$ cat src/rtl/pot_scan_if.sv
// SPI link between pot_scan (master) and the ADC128S-style converter (slave).
interface pot_scan_if;
    logic SS_n;
    logic SCLK;
    logic MOSI;
    logic MISO;

    modport master (output SS_n, output SCLK, output MOSI, input MISO);
    modport slave  (input SS_n, input SCLK, input MOSI, output MISO);
endinterface

$ cat src/rtl/pot_scan.sv
// Round-robin SPI scanner for an 8-input 12-bit ADC feeding the band slide pots.
// Optional macro POT_SMOOTH_EN: quarter-step smoothing on each slot write instead of raw load.
module pot_scan #(
    parameter int unsigned NUM_POTS = 7,
    parameter int unsigned SCLK_DIV = 32,
    parameter int unsigned GAP      = 8
) (
    input  logic                   clk,
    input  logic                   rst,
    input  logic                   scan_en,
    pot_scan_if.master             spi,
    output logic [NUM_POTS*12-1:0] pots,
    output logic                   pot_vld,
    output logic [2:0]             pot_ch
);
    localparam int unsigned H    = SCLK_DIV / 2;
    localparam int unsigned CMAX = (SCLK_DIV > GAP) ? SCLK_DIV : GAP;
    localparam int unsigned CW   = $clog2(CMAX);
    localparam logic [CW-1:0] H_M1   = CW'(H - 1);
    localparam logic [CW-1:0] H_C    = CW'(H);
    localparam logic [CW-1:0] DIV_M1 = CW'(SCLK_DIV - 1);
    localparam logic [CW-1:0] GAP_M1 = CW'(GAP - 1);
    localparam logic [2:0]    LAST_CH = 3'(NUM_POTS - 1);

    typedef enum logic [2:0] {S_IDLE, S_FRONT, S_SHIFT, S_BACK, S_GAP} state_e;

    state_e          state_q, state_d;
    logic [CW-1:0]   cnt_q, cnt_d;
    logic [3:0]      bit_q, bit_d;
    logic            ss_n_q, ss_n_d;
    logic            sclk_q, sclk_d;
    logic            mosi_q, mosi_d;
    logic [15:0]     tx_w;

    logic [2:0]      ch_q, prev_q, vch_q;
    logic            prime_q, vld_q;
    logic [11:0]     rx_q;
    logic [11:0]     slot_q [NUM_POTS];
    logic [11:0]     wr_val;
    logic            samp, wr_en, start;

    always_ff @(posedge clk) begin
        if (rst) begin
            state_q <= S_IDLE;
            cnt_q   <= '0;
            bit_q   <= '0;
            ss_n_q  <= 1'b1;
            sclk_q  <= 1'b1;
            mosi_q  <= 1'b0;
        end else begin
            state_q <= state_d;
            cnt_q   <= cnt_d;
            bit_q   <= bit_d;
            ss_n_q  <= ss_n_d;
            sclk_q  <= sclk_d;
            mosi_q  <= mosi_d;
        end
    end

    always_comb begin
        state_d = state_q;
        cnt_d   = cnt_q + 1'b1;
        bit_d   = bit_q;
        unique case (state_q)
            S_IDLE: begin
                cnt_d = '0;
                if (scan_en) state_d = S_FRONT;
            end
            S_FRONT: if (cnt_q == H_M1) begin
                state_d = S_SHIFT;
                cnt_d   = '0;
                bit_d   = '0;
            end
            S_SHIFT: if (cnt_q == DIV_M1) begin
                cnt_d = '0;
                if (bit_q == 4'd15) state_d = S_BACK;
                else                bit_d   = bit_q + 4'd1;
            end
            S_BACK: begin
                state_d = S_GAP;
                cnt_d   = '0;
            end
            S_GAP: if (cnt_q == GAP_M1) begin
                cnt_d   = '0;
                state_d = scan_en ? S_FRONT : S_IDLE;
            end
            default: begin
                state_d = S_IDLE;
                cnt_d   = '0;
            end
        endcase
    end

    // Pins are decoded from the next state so they leave the flops glitch-free.
    always_comb begin
        ss_n_d = 1'b1;
        sclk_d = 1'b1;
        mosi_d = 1'b0;
        tx_w   = {2'b00, ch_q, 11'b0};
        case (state_d)
            S_FRONT: begin
                ss_n_d = 1'b0;
                mosi_d = tx_w[15];
            end
            S_SHIFT: begin
                ss_n_d = 1'b0;
                sclk_d = (cnt_d >= H_C);
                mosi_d = tx_w[4'd15 - bit_d];
            end
            S_BACK:  ss_n_d = 1'b0;
            default: ;
        endcase
    end

    assign spi.SS_n = ss_n_q;
    assign spi.SCLK = sclk_q;
    assign spi.MOSI = mosi_q;

    assign samp  = (state_q == S_SHIFT) && (cnt_q == H_M1);
    assign wr_en = (state_q == S_BACK) && !prime_q;
    assign start = (state_q == S_IDLE) && scan_en;

`ifdef POT_SMOOTH_EN
    logic [NUM_POTS-1:0] first_q;
    logic [11:0]         old_w;
    logic                first_w;
    logic signed [13:0]  diff_w, acc_w;

    always_comb begin
        old_w   = '0;
        first_w = 1'b0;
        for (int unsigned i = 0; i < NUM_POTS; i++) begin
            if (prev_q == 3'(i)) begin
                old_w   = slot_q[i];
                first_w = first_q[i];
            end
        end
        diff_w = $signed({2'b00, rx_q}) - $signed({2'b00, old_w});
        acc_w  = $signed({2'b00, old_w}) + (diff_w >>> 2);
        if (first_w)                wr_val = rx_q;
        else if (acc_w < 14'sd0)    wr_val = '0;
        else if (acc_w > 14'sd4095) wr_val = '1;
        else                        wr_val = acc_w[11:0];
    end

    always_ff @(posedge clk) begin
        if (rst || start) begin
            first_q <= '1;
        end else if (wr_en) begin
            for (int unsigned i = 0; i < NUM_POTS; i++) begin
                if (prev_q == 3'(i)) first_q[i] <= 1'b0;
            end
        end
    end
`else
    assign wr_val = rx_q;
`endif

    // Only the last 12 of the 16 samples survive the shift, dropping rx[15:12].
    always_ff @(posedge clk) begin
        if (rst) begin
            ch_q    <= '0;
            prev_q  <= '0;
            vch_q   <= '0;
            prime_q <= 1'b1;
            vld_q   <= 1'b0;
            rx_q    <= '0;
            for (int unsigned i = 0; i < NUM_POTS; i++) slot_q[i] <= '0;
        end else begin
            vld_q <= wr_en;
            if (samp)  rx_q    <= {rx_q[10:0], spi.MISO};
            if (start) prime_q <= 1'b1;
            if (state_q == S_BACK) begin
                ch_q    <= (ch_q == LAST_CH) ? 3'd0 : ch_q + 3'd1;
                prev_q  <= ch_q;
                prime_q <= 1'b0;
            end
            if (wr_en) begin
                vch_q <= prev_q;
                for (int unsigned i = 0; i < NUM_POTS; i++) begin
                    if (prev_q == 3'(i)) slot_q[i] <= wr_val;
                end
            end
        end
    end

    always_comb begin
        pots = '0;
        for (int unsigned i = 0; i < NUM_POTS; i++) pots[i*12 +: 12] = slot_q[i];
    end

    assign pot_vld = vld_q;
    assign pot_ch  = vch_q;
endmodule

$ cat src/flat_wrapper.sv
// flat-port wrapper written by rule: the top's interface ports become plain ports
module pot_scan_flat 
#(
    parameter int unsigned NUM_POTS = 7,
    parameter int unsigned SCLK_DIV = 32,
    parameter int unsigned GAP      = 8
)
  (clk, rst, scan_en, pots, pot_vld, pot_ch, spi_SS_n, spi_SCLK, spi_MOSI, spi_MISO);
  pot_scan_if spi_i ();
  input  logic clk;
  input  logic rst;
  input  logic scan_en;
  output logic [NUM_POTS*12-1:0] pots;
  output logic pot_vld;
  output logic [2:0] pot_ch;
  output wire logic [$bits(spi_i.SS_n)-1:0] spi_SS_n;
  output wire logic [$bits(spi_i.SCLK)-1:0] spi_SCLK;
  output wire logic [$bits(spi_i.MOSI)-1:0] spi_MOSI;
  input wire logic [$bits(spi_i.MISO)-1:0] spi_MISO;
  assign spi_SS_n = spi_i.SS_n;
  assign spi_SCLK = spi_i.SCLK;
  assign spi_MOSI = spi_i.MOSI;
  assign spi_i.MISO = spi_MISO;
  pot_scan #(.NUM_POTS(NUM_POTS), .SCLK_DIV(SCLK_DIV), .GAP(GAP)) u_core (.clk(clk), .rst(rst), .scan_en(scan_en), .spi(spi_i), .pots(pots), .pot_vld(pot_vld), .pot_ch(pot_ch));
endmodule
$ cat config.mk
export PLATFORM = sky130hd
export DESIGN_NAME = pot_scan_flat
export DESIGN_NICKNAME = d
export VERILOG_FILES = /design/src/rtl/pot_scan_if.sv /design/src/rtl/pot_scan.sv /design/src/flat_wrapper.sv
export SDC_FILE = /design/constraint.sdc
export NUM_CORES = 1
export LEC_CHECK = 0
export ABC_AREA = 1
export BUFFER_PORTS_ARGS = -buffer_cell sky130_fd_sc_hd__clkbuf_2
export CORE_ASPECT_RATIO = 1.5
export CORE_MARGIN = 8
export CORE_UTILIZATION = 50
export CTS_BUF_LIST = sky130_fd_sc_hd__clkbuf_4
export DETAILED_ROUTE_END_ITERATION = 16
export GPL_ROUTABILITY_DRIVEN = 0
export PLACE_DENSITY = 0.79
export SYNTH_ARGS = -nofsm -noshare
export SYNTH_HDL_FRONTEND = slang
export SYNTH_SLANG_ARGS = --single-unit
$ cat constraint.sdc
create_clock -name clk -period 2.36 [get_ports clk]
set_clock_uncertainty 0.2 [all_clocks]
set_input_delay 0.118 -clock clk [delete_from_list [all_inputs] [get_ports clk]]
set_output_delay 0.118 -clock clk [all_outputs]
set_load 0.1 [all_outputs]
== After elaboration in Yosys (flattened, before gate mapping) ==
Memory sizes are Yosys's and may differ from the RTL's.
Index checks and enable logic that the tools add are counted.

* Reduce and logical (&&, ||, !) cells: 9
* $lt $le $gt $ge: 2
* Multiplexer cells: 58
* Equality and inequality tests: 18
* $add $sub $neg: 4
* Bitwise logic cells: 8

{| class="wikitable"
|+ Operators with widths
! cell !! number
|-
| 12-bit 2-to-1 mux || 7
|-
| 1-bit 2-to-1 mux || 35
|-
| 3-bit by 2-bit equality test with 1-bit output, second input constant || 6
|-
| 3-bit 2-to-1 mux || 6
|-
| 3-bit equality test, second input constant || 5
|-
| 5-bit 2-to-1 mux || 3
|-
| 3-bit case mux with 5 select lines || 1
|-
| 5-bit case mux with 3 select lines || 1
|-
| 4-bit 2-to-1 mux || 3
|-
| 3-bit by 1-bit equality test with 1-bit output, second input constant || 3
|-
| 4-bit case mux with 2 select lines || 1
|-
| 1-bit OR || 7
|-
| 3-bit logical NOT || 2
|-
| 5-bit by 1-bit adder with 5-bit output, second input constant || 1
|-
| 5-bit by 3-bit equality test with 1-bit output, second input constant || 1
|-
| 5-bit by 4-bit equality test with 1-bit output, second input constant || 1
|-
| 5-bit equality test, second input constant || 1
|-
| 5-bit greater-or-equal comparator, second input constant || 1
|-
| 4-bit by 5-bit < comparator with 1-bit output, second input constant || 1
|-
| 4-bit by 1-bit adder with 4-bit output, second input constant || 1
|-
| 1-bit binary-select mux with 4-bit select || 1
|-
| 4-bit equality test, second input constant || 1
|-
| 4-bit subtractor, first input constant || 1
|-
| 3-bit by 1-bit adder with 3-bit output, second input constant || 1
|-
| 6 further kinds || 8
|}

* Logic and storage cells: 112
* RAM bits: 84
* Memories: 1
* Bits of input ports: 4
* Bits in registers: 38
* Output and inout bits: 91

{| class="wikitable"
|+ Memories
! memory !! words !! bits a word !! read ports !! clocked after Yosys merged registers in !! wr ports !! line !! source
|-
| u_core.slot_q || 7 || 12 || 7 || 0 || 7 || pot_scan.sv:38 || <nowiki>logic [11:0] slot_q [NUM_POTS];</nowiki>
|}

== Depth between registers and ports, before layout ==
Gate-level depths: netlist of run 1.

* Depth in word-level cells: 7
* Mapped depth: 15
* Gate-level depth less buffers: 14

== Least setup slack after synthesis of run 1 ==
No wires, ideal clock.

* Kind: register to register
* Start: reg u_core.state_q[0]
* End: mem u_core.slot_q[0][0], enable pin
* Data arrival time: 1.462 ns
* Setup slack: 0.347 ns
* Data required time: 1.810 ns
* Stages on the path, launching flop included: 8
* Period minus slack after synthesis: 2.013 ns
* Cells stage by stage: dfxtp_1 -> nand3_4 -> nor2_4 -> inv_2 -> nor2_8 -> nand2_2 -> buf_2 -> nand2_1

{| class="wikitable"
|+ RTL lines
! element !! line !! source
|-
| from (decl) || pot_scan.sv:27 || <nowiki>state_e state_q, state_d;</nowiki>
|-
| from (signal assigned) || pot_scan.sv:51 || <nowiki>state_q <= state_d;</nowiki>
|-
| to (decl) || pot_scan.sv:38 ||
|}

==> run metrics, run 1 <==
status finished clean; CTS tree built; Switching Fraction 28.35%; root buffer selected by CTS clkbuf_4; clock latency on the worst-skew pair 510 ps; initial core utilization roughly 50%; cts bufs inserted 17; fraction of power consumed by combinational cells 11.2%; total via count after detailed routing around 3400; synthesis-to-layout area growth 20.47%; highest-count cells in the layout ignoring fill and taps nor2_1, clkbuf_2, edfxtp_1; post-layout instance count excluding filler cells 676; layout cells sized above 1 27.35%; clock tree sinks 122; DRC violations left 0; register clock-pin slew on the reported worst setup and hold paths 100 ps; leading cell type in the layout, fill and taps excluded nor2_1; sequential group share of total power 51.6%; highest net fanout along the worst path 12; Die Area 0.01298 mm2; Clock power frac 37.3%; Worst-Margin Slew between 500 and 600 ps; count of H-tree levels built during CTS 4; Static Leakage about 2.3 nW; VDD IR-drop max 0.0005171 V; Total Neg Setup Slack 0 ps; Iter 0 DRT Violations roughly 250; net switching power about 1.3 mW; Max Freq 0.4746 GHz; Hold WC Path Type flip-flop to flip-flop; R2R depth 6; Crit Path Class flip-flop to flip-flop; Critical Path AT 2060 ps; sequential element share of the synthesized area 68.87%; detailed placer's ending HPWL 8277 um; slew margin rel. 61.06%; Setup Fix Bufs, Post-CTS 0; combined area of all synthesized cells 0.004767 mm2; cell depth of the worst min-delay path 1; std cell rows 43; antenna violations before repair 1; first-pass GRT wire length 17170 um; via density per instance 5.093; Power per Cell Area between 700 and 800 mW/mm2; final number of setup-violating endpoints 0; reported max-cap violation count 0; Warnings, synthesis 0; Top Ports 95; Final Slew Violations 0; via count of the first global-routing pass 3430; number of filler cells placed in the layout 739; remaining global-route overflow 0; clock period minus final worst setup slack 2107 ps; die height 135.6 um; number of buffers between clock root and the deepest sink 2; Critical Path Sink Type flip-flop; router iterations before antenna repair 5; data required time at the worst endpoint between 2000 and 2500 ps; period utilization roughly nine tenths; unrepaired setup endpoints after global routing false; Nets about 560; largest net degree at the start of global routing 28; Post-Synthesis Net Count 450; Cell Int Power 3.272 mW; global routing usage summed across all routing layers 17.60%; count of mapped cells out of synthesis 441; Core Region 0.009254 mm2; average cell area after synthesis 10.81 um2; unique cell type count in the Yosys netlist 31; hold violation total from the final report 0; Wirelength per Cell around 16 um; input/output buffers 94; Die X-Extent between 90 and 100 um; Seq cells post-synth 122; Placed Cells incl. Taps 639; Detail Route Antenna Nets 0; Setup crit start kind flip-flop; total length of routed wires between 10000 and 15000 um
==> cell type report <==
cell class | instances | area, um2 | area share [%]
Multi-Input combinational cell | 246 | 1194 | 20.78
Timing Repair Buffer | 105 | 563.0 | 9.804
Inverter | 58 | 217.7 | 3.791
Tap cell | 112 | 140.1 | 2.440
Sequential cell | 122 | 3283 | 57.17
Antenna cell | 1 | 2.502 | 0.04357
Clock inverter | 14 | 207.7 | 3.617
Clock buffer | 18 | 135.1 | 2.353
==> sequential cells by signal, indices dropped and copies added, names as in the netlist, 3 cells and up <==
signal	flops
u_core.bit_q	4
u_core.ch_q	3
u_core.cnt_q	5
u_core.pot_ch	3
u_core.prev_q	3
u_core.rx_q	12
u_core.slot_q	84
u_core.state_q	3
==> cells by family after synthesis <==
logic type / share of synthesized area, %
xor+xnor: 0.1838
flops: 68.87
buf+inv: 6.299
simple gates: 17.82
compound gates: 5.512
fa+ha+maj: 1.312
==> repair_timing <==
item / CTS / global route
resized for setup: 0 / 4
hold endpoints to repair: 44 / 0
endpoints found under the setup margin: 0 / 30
hold buffers: 4 / 0
==> worst paths after layout <==
kind	end	slack, ps	start
max	u_core.slot_q[0][12]	250	u_core.state_q[1]
min	u_core.cnt_q[0]	250	u_core.cnt_q[0]
max reg2reg	u_core.slot_q[0][12]	250	u_core.state_q[1]
min reg2reg	u_core.cnt_q[0]	250	u_core.cnt_q[0]
==> critical path, cell delays in order (launching register included) <==
cell and delay [ps]:
dfxtp_1 480, nand3_4 170, nor2_4 170, inv_2 90, nor2_8 150, nand3_4 90
nand2_1 400
==> through the flow <==
step / hold WS [ps] / worst slack, ps / power, mW / instance area, um2 / util, %
after global placement: 229.0 / 290.2 / 2.901 / 5348 / 57.79
after detailed placement: 234.4 / 160.1 / 2.910 / 5348 / 57.79
after global routing: 281.7 / 35.52 / 4.709 / 5743 / 62.06
after CTS: 251.0 / 140.6 / 4.593 / 5731 / 61.93
final: 254.7 / 252.9 / 4.566 / 5743 / 62.06
after floorplan: 99.93 / 347.3 / 2.829 / 4767 / -
==> synth_stat cells (all sizes together) <==
| master | instances | area share (%) |
|---|---|---|
| nor2 | 111 | 9.5 |
| or2 | 1 | 0.13 |
| a21oi | 27 | 2.9 |
| xor2 | 1 | 0.18 |
| nor3 | 2 | 0.21 |
| nand2 | 52 | 4.4 |
| o211ai | 1 | 0.16 |
| o21ai | 17 | 1.8 |
| buf | 10 | 1.3 |
| edfxtp | 84 | 53 |
| a211oi | 2 | 0.31 |
| nand3b | 2 | 0.31 |
| nand4 | 2 | 0.26 |
| o221ai | 1 | 0.18 |
| clkbuf | 5 | 0.39 |
| dfxtp | 38 | 16 |
| inv | 58 | 4.6 |
| nand3 | 21 | 3.0 |
| ha | 5 | 1.3 |
| o21bai | 1 | 0.16 |
==> power groups by stage <==
| stage | Clock [mW] | Sequential [mW] | Combinational, mW |
|---|---|---|---|
| 6_report | 1.70 | 2.35 | 0.509 |
| 5_1_grt | 1.82 | 2.36 | 0.531 |
| 4_1_cts | 1.73 | 2.36 | 0.510 |
| 3_5_place_dp | 0 | 2.41 | 0.505 |
| 3_3_place_gp | 0 | 2.40 | 0.499 |
| 2_1_floorplan | 0 | 2.73 | 0.102 |
==> routing by layer <==
| metal | wire length [um] | track usage (%) |
|---|---|---|
| met1 | 3855 | 17.88 |
| met2 | 5915 | 30.18 |
| met3 | 1034 | 6.326 |
| met4 | 263 | 9.785 |
| met5 | 0 | 0 |
Power figures use the tool's default switching activity.
==> run 2, diff against run 1 <==
--- a/config.mk
+++ b/config.mk
@@ -13,7 +13,7 @@
 export CTS_BUF_LIST = sky130_fd_sc_hd__clkbuf_4
 export DETAILED_ROUTE_END_ITERATION = 16
 export GPL_ROUTABILITY_DRIVEN = 0
-export PLACE_DENSITY = 0.79
+export PLACE_DENSITY = 0.81
 export SYNTH_ARGS = -nofsm -noshare
 export SYNTH_HDL_FRONTEND = slang
 export SYNTH_SLANG_ARGS = --single-unit
==> constraint.sdc (replaced) <==
create_clock -name clk -period 1.9 [get_ports clk]
set_clock_uncertainty 0.2 [all_clocks]
set_input_delay 0.095 -clock clk [delete_from_list [all_inputs] [get_ports clk]]
set_output_delay 0.095 -clock clk [all_outputs]
set_load 0.1 [all_outputs]
==> run 2 against run 1 <==
The run now ends with setup timing left. Final cell count is 2.4% higher. Power is 18% higher. Die area stayed put. First-iteration DRC count is 17% higher. Hold slack worse by 26 ps. Clock power is 4% higher. Sequential share of layout area is 2.3 points lower. Non-clock buffer count is 16 higher. Sequential cell count stayed put. Via count is 2.8% higher. Clock-buffer cell count is 1 higher. Cell area is 4.4% higher. Critical endpoint is now u_core.spi.MOSI.
==> run metrics, run 2 (synthesized netlist as in run 1, its figures left out) <==
Placed Cells incl. Taps 654; count of H-tree levels built during CTS 4; Die X-Extent ~96 um; remaining global-route overflow 0; input/output buffers 94; std cell rows 43; synthesis-to-layout area growth 25.72%; Biggest register u_core.slot_q; CP peak stage delay approximately 380 ps; largest registers u_core.slot_q x84, u_core.rx_q x12, u_core.cnt_q x5; Iter 0 DRT Violations 290; CTS tree built; clock tree sinks 122; clock period minus final worst setup slack 1935 ps; highest net fanout along the worst path 3; DRC violations left 0; Buffers & Inverters on Critical Path 1; Wirelength per Cell 16.51 um; Max Freq a little over 0.5 GHz; number of filler cells placed in the layout 693; post-layout instance count excluding filler cells around 690; slowest CP cell dfxtp_4; cell-by-cell listing of the critical path ha_4, nand2_4, nor2_4, ha_2, inv_2, nand3_4, nand2_2, a21oi_2, nand3_2, nor2_2, nand2_1, nor2_1; Power per Cell Area roughly 900 mW/mm2; root buffer selected by CTS clkbuf_4; endpoint of the worst register-to-register path u_core.spi.MOSI; clock latency on the worst-skew pair 520 ps; global routing usage summed across all routing layers 17.92%; Die Area between 0.01 and 0.015 mm2; die height 135.6 um; status complete, but fails checks; setup slack after layout -34.72 ps; hold violation total from the final report 0; DP Worst Slack -202.7 ps; Nets 575; initial core utilization 51.51%; antenna violations before repair 1; layout cells sized above 1 32.82%; VDD IR-drop max between 0.0004 and 0.0005 V; data required time at the worst endpoint 2150 ps; R2R depth 12; Critical Path Sink Type flip-flop; Critical Path AT 2190 ps; violated checks setup timing; total via count after detailed routing 3541; via count of the first global-routing pass about 3500; Final Slew Violations 0; unrepaired setup endpoints after global routing true; leading cell type in the layout, fill and taps excluded nor2_1; cell depth of the worst setup path 12; start point of the critical path u_core.cnt_q[1]; slew margin rel. ~62%; number of buffers between clock root and the deepest sink 2; Top Ports 95; Setup crit start kind flip-flop; detailed placer's ending HPWL 8118 um; period utilization 101.8%; router iterations before antenna repair 5; worst setup path endpoint u_core.spi.MOSI; largest net degree at the start of global routing 25; cts bufs inserted 17; critical register-to-register path startpoint u_core.cnt_q[1]; Power Total ~5.4 mW; Worst-Margin Slew 568.2 ps; first-pass GRT wire length 17600 um; max reg flops 84; Static Leakage 2.422 nW; reported max-cap violation count 0; cell family contributing the most delay on the critical path simple AND/OR/NAND/NOR gates; via density per instance 5.117; Detail Route Antenna Nets 0; Core Region approximately 0.0093 mm2; register clock-pin slew on the reported worst setup and hold paths approximately 100 ps; total length of routed wires 11420 um; worst setup slack for register-to-register paths -30 ps; Crit Path Class flip-flop to flip-flop; Hold WC Path Type input pin to flip-flop; highest-count cells in the layout ignoring fill and taps nor2_1, clkbuf_2, edfxtp_1; final number of setup-violating endpoints 1
## run 2: final cells by class
type | instances | area, um2 | area share (%)
Timing Repair Buffer | 121 | 772.0 | 12.88
Clock buffer | 19 | 142.6 | 2.380
Multi-Input combinational cell | 246 | 1297 | 21.65
Clock inverter | 13 | 128.9 | 2.150
Sequential cell | 122 | 3289 | 54.89
Tap cell | 112 | 140.1 | 2.338
Antenna cell | 1 | 2.502 | 0.04175
Inverter | 58 | 220.2 | 3.674
## run 2: where the power goes
group	switching, mW	internal (mW)	total, mW
Combinational	0.583	0.134	0.718
Sequential	0.0334	2.89	2.92
Clock	0.962	0.796	1.76
## run 2: how the worst min path moves through the flow
stage                        start  slack (ps)  cells past startpoint        endpoint
after floorplan            scan_en          80                      2  u_core.prime_q
after global placement    spi_MISO         200                      3  u_core.rx_q[0]
after detailed placement  spi_MISO         210                      3  u_core.rx_q[0]
after CTS                  scan_en         190                      4  u_core.prime_q
after global routing      spi_MISO         220                      4  u_core.rx_q[0]
final                     spi_MISO         230                      4  u_core.rx_q[0]
## run 2: per-layer routing
| layer | track usage, % | vias to the layer above | part of all wire, % |
|---|---|---|---|
| met5 | 0 | - | 0 |
| met4 | 8.498 | 0 | 2.8 |
| met3 | 5.494 | 26 | 9.4 |
| met2 | 31.18 | 172 | 53 |
| met1 | 18.99 | 1647 | 35 |
| li1 | - | 1696 | - |
## run 2: timing repair
| item | 4_1_cts | 5_1_grt |
|---|---|---|
| setup endpoints to repair | 21 | 60 |
| hold buffers | 3 | 0 |
| setup buffers | 1 | 1 |
| pin swaps | 1 | 15 |
| resized for setup | 3 | 39 |
| endpoints found under the hold margin | 25 | 0 |
## run 2: worst register-to-register path, stage by stage, from the launching register on
cell	delay (ps)
dfxtp_4	380
ha_4	150
nand2_4	60
nor2_4	170
ha_2	190
inv_2	60
nand3_4	90
nand2_2	50
a21oi_2	140
nand3_2	100
nor2_2	130
nand2_1	70
nor2_1	100
## run 2: metrics by stage
stage                     setup TNS, ps  instance area, um2  util [%]  hold slack [ps]
after floorplan                   -5998                4768         -            76.93
after global placement           -90.40                5548     59.95            196.0
after detailed placement          -1569                5548     59.95            214.2
after CTS                        -204.7                5862     63.35            191.4
after global routing              -1231                5993     64.76            221.7
final                            -34.72                5993     64.76            228.8
